===== src/rtl/cp0.sv =====
// Coprocessor 0: status, cause, EPC and PRId registers with exception and
// interrupt request generation for a single-issue pipeline (request taken in M).
module cp0 (
  input  logic        clk,
  input  logic        reset,
  input  logic [4:0]  A1,
  input  logic [4:0]  A2,
  input  logic [31:0] DIn,
  input  logic [31:0] PC_M,
  input  logic        BD_M,
  input  logic [4:0]  ExcCode_M,
  input  logic        writec0_M,
  input  logic        EXLClr_M,
  input  logic [5:0]  HWInt,
  output logic [31:0] CP0Out,
  output logic [31:0] EPCOut,
  output logic        req
);

  localparam logic [4:0]  RegSr    = 5'd12;
  localparam logic [4:0]  RegCause = 5'd13;
  localparam logic [4:0]  RegEpc   = 5'd14;
  localparam logic [4:0]  RegPrid  = 5'd15;
  localparam logic [31:0] PridVal  = 32'h2022_0007;

  logic [5:0]  sr_im_q, sr_im_d;
  logic        sr_exl_q, sr_exl_d;
  logic        sr_ie_q, sr_ie_d;
  logic        cause_bd_q, cause_bd_d;
  logic [5:0]  cause_ip_q, cause_ip_d;
  logic [4:0]  cause_exc_q, cause_exc_d;
  logic [31:0] epc_q, epc_d;

  logic        int_req;
  logic        exc_req;
  logic [31:0] epc_exc;
  logic [31:0] sr_val;
  logic [31:0] cause_val;

  assign int_req = (|(HWInt & sr_im_q)) & sr_ie_q & ~sr_exl_q;
  assign exc_req = (ExcCode_M != 5'd0) & ~sr_exl_q;
  assign req     = int_req | exc_req;

  // A delay-slot instruction restarts at its branch; subtraction wraps mod 2^32.
  assign epc_exc = (BD_M ? (PC_M - 32'd4) : PC_M) & 32'hFFFF_FFFC;

  assign sr_val    = {16'h0, sr_im_q, 8'h0, sr_exl_q, sr_ie_q};
  assign cause_val = {cause_bd_q, 15'h0, cause_ip_q, 3'h0, cause_exc_q, 2'h0};
  assign EPCOut    = epc_q;

  // mfc0 read mux; unmapped register numbers read as zero.
  always_comb begin
    CP0Out = 32'h0;
    case (A1)
      RegSr:    CP0Out = sr_val;
      RegCause: CP0Out = cause_val;
      RegEpc:   CP0Out = epc_q;
      RegPrid:  CP0Out = PridVal;
      default:  CP0Out = 32'h0;
    endcase
  end

  // Next-state: exception entry beats mtc0 and eret; eret beats an mtc0 of EXL.
  always_comb begin
    sr_im_d     = sr_im_q;
    sr_exl_d    = sr_exl_q;
    sr_ie_d     = sr_ie_q;
    cause_bd_d  = cause_bd_q;
    cause_ip_d  = HWInt;
    cause_exc_d = cause_exc_q;
    epc_d       = epc_q;
    if (req) begin
      sr_exl_d    = 1'b1;
      cause_bd_d  = BD_M;
      cause_exc_d = int_req ? 5'd0 : ExcCode_M;
      epc_d       = epc_exc;
    end else begin
      if (writec0_M) begin
        if (A2 == RegSr) begin
          sr_im_d  = DIn[15:10];
          sr_exl_d = DIn[1];
          sr_ie_d  = DIn[0];
        end else if (A2 == RegEpc) begin
          epc_d = {DIn[31:2], 2'b00};
        end
      end
      if (EXLClr_M) begin
        sr_exl_d = 1'b0;
      end
    end
  end

  // State registers with synchronous reset; PRId is a constant and not stored.
  always_ff @(posedge clk) begin
    if (reset) begin
      sr_im_q     <= 6'h0;
      sr_exl_q    <= 1'b0;
      sr_ie_q     <= 1'b0;
      cause_bd_q  <= 1'b0;
      cause_ip_q  <= 6'h0;
      cause_exc_q <= 5'h0;
      epc_q       <= 32'h0;
    end else begin
      sr_im_q     <= sr_im_d;
      sr_exl_q    <= sr_exl_d;
      sr_ie_q     <= sr_ie_d;
      cause_bd_q  <= cause_bd_d;
      cause_ip_q  <= cause_ip_d;
      cause_exc_q <= cause_exc_d;
      epc_q       <= epc_d;
    end
  end

endmodule


===== config.mk =====
export PLATFORM = sky130hd
export DESIGN_NAME = cp0
export DESIGN_NICKNAME = d
export VERILOG_FILES = /design/src/rtl/cp0.sv
export SDC_FILE = /design/constraint.sdc
export NUM_CORES = 1
export LEC_CHECK = 0
export CAP_MARGIN = 20
export CORE_MARGIN = 1
export CORE_UTILIZATION = 55
export CTS_CLUSTER_SIZE = 20
export DETAILED_ROUTE_END_ITERATION = 10
export DONT_BUFFER_PORTS = 1
export GPL_TIMING_DRIVEN = 0
export PLACE_DENSITY_LB_ADDON = 0.15
export REMOVE_ABC_BUFFERS = 1
export SLEW_MARGIN = 20
export SYNTH_ARGS = -nofsm -noshare
export SYNTH_HDL_FRONTEND = slang
export SYNTH_SLANG_ARGS = --single-unit

===== constraint.sdc =====
create_clock -name clk -period 2.45 [get_ports clk]
set_clock_uncertainty 0.2 [all_clocks]
set_input_delay 0.49 -clock clk [delete_from_list [all_inputs] [get_ports clk]]
set_output_delay 0.49 -clock clk [all_outputs]
set_load 0.1 [all_outputs]

; Word-level counts from Yosys, hierarchy flattened
; Cells that the tools add are included.
[word_totals]
register_bits = 50
input_bits = 90
output_inout_bits = 65
wordCells = 42
[classes]
add_sub_neg = 1
n_eq_ne = 7
n_mux = 11
n_bitwise = 7
reduce_logical = 9
[ops]
columns = op, n
row1 = $mux 32, 5
row2 = $pmux 32 s4, 1
row3 = $sub 32x3->32 const B, 1
row4 = $eq 5x4->1 const B, 6
row5 = $and 6x6->6, 1
row6 = $reduce_and 3->1, 2
row7 = $reduce_bool 3->1, 2
row8 = $reduce_or 6->1, 1
row9 = $mux 5, 1
row10 = $reduce_bool 5->1, 1
row11 = $mux 1, 4
row12 = $reduce_bool 2->1, 2
row13 = $and 1x1->1, 3
row14 = $ne 2x2->1 const B, 1
row15 = $not 1->1, 2
row16 = $reduce_and 2->1, 1
row17 = $or 1x1->1, 1

; Logic depth before layout (Yosys ltp)
[depth]
depth_word = 7
ltp_mapped = 7
ltp_nobuf = 6

; Worst setup path before layout
; Ideal clock, no wire load.
[synth_path]
path_type = flip-flop to output port
from = reg epc_q[2] (netlist: EPCOut[2])
to = out CP0Out[2]
arrival_ps = 2570
t_required_ps = 1760
slack_ps = -810
path_stages_with_launch = 3
path_buffers = 0
cell_sequence = dfxtp_1 nand2_1 a21oi_1
[synth_via]
elab_chain_cells = 1
[synth_rtl]
columns = element, line_no
row1 = from (decl), 32  ; logic [31:0] epc_q, epc_d;
row2 = from (signal assigned), 110  ; epc_q <= epc_d;
row3 = $pmux 32 s4, 54  ; case (A1)
row4 = to (decl), 15  ; output logic [31:0] CP0Out,
; Every way passes these cells.

; Worst setup path after layout
[layout_path]
from = reg sr_im_q[3]
to = out req
[layout_via]
elab_chain_cells = 5
[layout_rtl]
columns = element, line_no
row1 = from (decl), 26  ; logic [5:0] sr_im_q, sr_im_d;
row2 = from (signal assigned), 104  ; sr_im_q <= sr_im_d;
row3 = $and 6x6->6, 40  ; assign int_req = (|(HWInt & sr_im_q)) & sr_ie_q & ~sr_exl_q;
row4 = $reduce_or 6->1, 40
row5 = $and 1x1->1 (2 in a row), 40
row6 = $or 1x1->1, 42  ; assign req = int_req | exc_req;
row7 = to (decl), 17  ; output logic req
; Every way passes these cells.

==> flow_summary.ini <==
[die]
placeableCoreArea_mm2 = 0.00639
overall_die_width_um = 83.6
initial_standard_cell_utilization_of_the_core_pct = 57.3
ioPinCount = 155
dieArea_mm2 = 0.00699
die_h_um = 83.6
fp-row-count = 29

[power]
static-leakage-power_nw = 1.42
vdd.ir_drop.worst_uv = 318
power_density_mw_per_mm2 = 515

[critical_path]
wp_buf_inv = 2
slowest_stage = o311a_4
r2r-start = sr_im_q[3]$_SDFFE_PP0P_
critPathCaptureType = output pin
critical_path_arrival_ns = 1.77
critPathMaxStageDelay_ns = 0.42
cp_data_required_time_ns = 1.76
worstPathMaxFanout = 8
startpoint_type = flop
worst_path_dominant_cell_family = compound AO/OA/AOI/OAI gates
timing.critical_path.from = sr_im_q[3]$_SDFFE_PP0P_
timing.setup.critical_path_class = flop to output pin
critical_path.cell_chain = a22o_4, o311a_4, nor2_4, inv_8, buf_16

[timing]
worstMarginPinSlew_ns = 0.858
timing.max_slew.rel_slack_pct = 42.7
rsz_0062_raised_after_global_routing = true
fin_ws_ns = -0.0123
final-hold-violation-count = 0
period_share_pct = 101
setup_violations = 1
setup_total_negative_slack_ns = -0.0123
finalCriticalPeriod_ns = 2.46
max_clock_freq_ghz = 0.406
timing.final.max_slew_violations = 0

[route]
drt-vias-per-instance = 7.08
drtIter0Drc = 246
first_pass_iters = 5
vias_after_detailed_routing = 3786
post-route-drc-count = 0
drt-wirelength-per-cell_um = 22.3
routed_wl_um = 12000
antenna_violating_nets_post_route = 0

[logic_synthesis]
yosysSeqAreaShare_pct = 27.3
synth_async_sr_flop_share_pct = 0
warnings_synthesis = 0
synth.lib_cells_used.distinct = 48
synth_instances = 476
synth_enable_flop_cells = 0
netlist_area_mm2 = 0.00366
yosys_reg_bits = 50
synth.avg_cell_area_um2 = 7.69
synth_ff_type = dfxtp_1

[clock_tree]
ctsLongestPathBuffers = 2
clk-insertion-delay-late_ns = 0.31
clock_transition_at_path_regs_ns = 0.10
root_buffer = clkbuf_8
cts_hold_buf = 0
cts_tree = built
clock_tree.htree_level_count = 2
cts.sinks = 50
total_clock_buffers_created_by_cts = 5

[hold_path]
hold_class = input port to flop
worst_min_delay_path_startpoint = reset

[outcome]
failed_checks = negative setup slack
outcome = complete, but fails checks

[placement]
buffer_ports.inserted = 0
dpl_cell_area_mm2 = 0.00373
dpl.hpwl_um = 7200
globalplace.congestion = 0.824

[layout]
post_route_standard_cell_area_excluding_fillers_mm2 = 0.00430
most-common-layout-cells = nor4_1 (37), inv_1 (34), and4_1 (29), a31oi_1 (29), dfxtp_2 (21)
mostFrequentLayoutCell = nor4_1
area.growth.synth_to_final_pct = 17.5
final_layout_size_suffix_gt1_share_pct = 28.0
final_net_count = 547

[global_routing]
first_pass_grt_wire_length_um = 18400
track_usage_pct = 32.7
first_global_vias = 3604
globalRoute.totalOverflow = 0
largest_net_degree_at_the_start_of_global_routing = 63
antenna_found_initial = 0

[job]
cap_violations = 0
[final cells by class]
| type | count | area, µm² |
|---|---|---|
| multi-input cells | 341 | 2630 |
| fillers | 524 | 2080 |
| diodes | 1 | 2.50 |
| inverters | 35 | 139 |
| clock buffers | 7 | 86.3 |
| clock inverters | 1 | 5.00 |
| well taps | 77 | 96.3 |
| repair inverters | 1 | 6.26 |
| flip-flops and latches | 50 | 1070 |
| repair buffers | 22 | 267 |
[cell usage after synthesis, types with 3 or more instances]
cell	n	area, µm²
or3b_2	5	43.8
or3_1	13	81.3
or4_1	17	128
or2_2	4	25.0
a22oi_1	5	37.5
a211oi_1	15	113
mux2i_1	14	140
nor4_1	37	231
a311oi_1	15	131
o21ai_0	7	35.0
a22o_1	3	26.3
a21oi_1	16	80.1
xnor2_1	11	96.3
buf_2	3	15.0
nand3_1	6	30.0
o31ai_1	10	75.1
nor2b_1	9	56.3
nor2_1	28	105
nand2b_1	14	87.6
nand2_1	11	41.3
dfxtp_1	50	1000
inv_1	35	131
nor3_1	3	15.0
clkbuf_1	46	173
and2_1	15	93.8
and4_1	29	254
a31oi_1	29	181
[worst reg2reg max path, delay by kind of cell, from the launching register on]
family	cells	cell delay, ns
mux	1	0.25
buf+inv	1	0.15
simple gates	1	0.62
compound gates	2	0.70
flops	1	0.35
[where the power goes]
| part | internal [mW] | switching (mW) |
|---|---|---|
| Combinational | 0.167 | 0.254 |
| Clock | 0.229 | 0.291 |
| Sequential | 0.882 | 0.391 |
| Total | 1.28 | 0.936 |
[worst paths after layout]
path	cells past startpoint	slack, ns	end
setup reg to reg	5	0.10	sr_im_q[3]$_SDFFE_PP0P_
setup / recovery	5	-0.01	req
hold / removal	1	0.04	cause_ip_q[2]$_SDFF_PP0_
hold reg to reg	2	0.30	sr_im_q[5]$_SDFFE_PP0P_
[logic make-up after synthesis]
kind of cell	count (synthesis)	share of synthesized area [%]
muxes	14	3.83
DFF	50	27.3
other	1	0.102
xor gates and xnor gates	13	3.11
AOI/OAI and AO/OA	107	20.3
buffers and inverters	88	9.53
adders and majority gates	1	0.342
and+or+nand+nor	202	35.5
[sequential cells by signal (all words and copies together), names as in the netlist]
name and flops:
cause_exc_q 5, cause_bd_q 1, sr_im_q 6, cause_ip_q 6
sr_exl_q 1, EPCOut 30, sr_ie_q 1
[per-stage QoR]
stage	std cells	worst slack (ns)	utilization, %	total power [mW]	hold slack [ns]
after global placement	501	-5.39	55.5	1.61	0.273
after detailed placement	507	-1.47	58.4	1.64	0.288
after floorplan	424	-3.22	-	1.55	0.260
after CTS	532	-0.0487	66.5	2.19	0.0337
final	535	-0.0123	67.4	2.21	0.0394
after global routing	534	-0.0305	67.3	2.28	0.0278
[metal layers]
metal / GRT usage, % / wire length (µm)
met1: 41.7 / 4850
met2: 55.6 / 5760
met3: 7.12 / 1170
met4: 8.78 / 174
met5: 0 / 0
[timing repair]
action / 4_1_cts / 5_1_grt
setup endpoints to repair: 49 / 21
resized for setup: 100 / 15
buffers inserted: 13 / 3
pin swaps: 13 / 12
cloned: 4 / 0
Power figures use the tool's default switching activity.
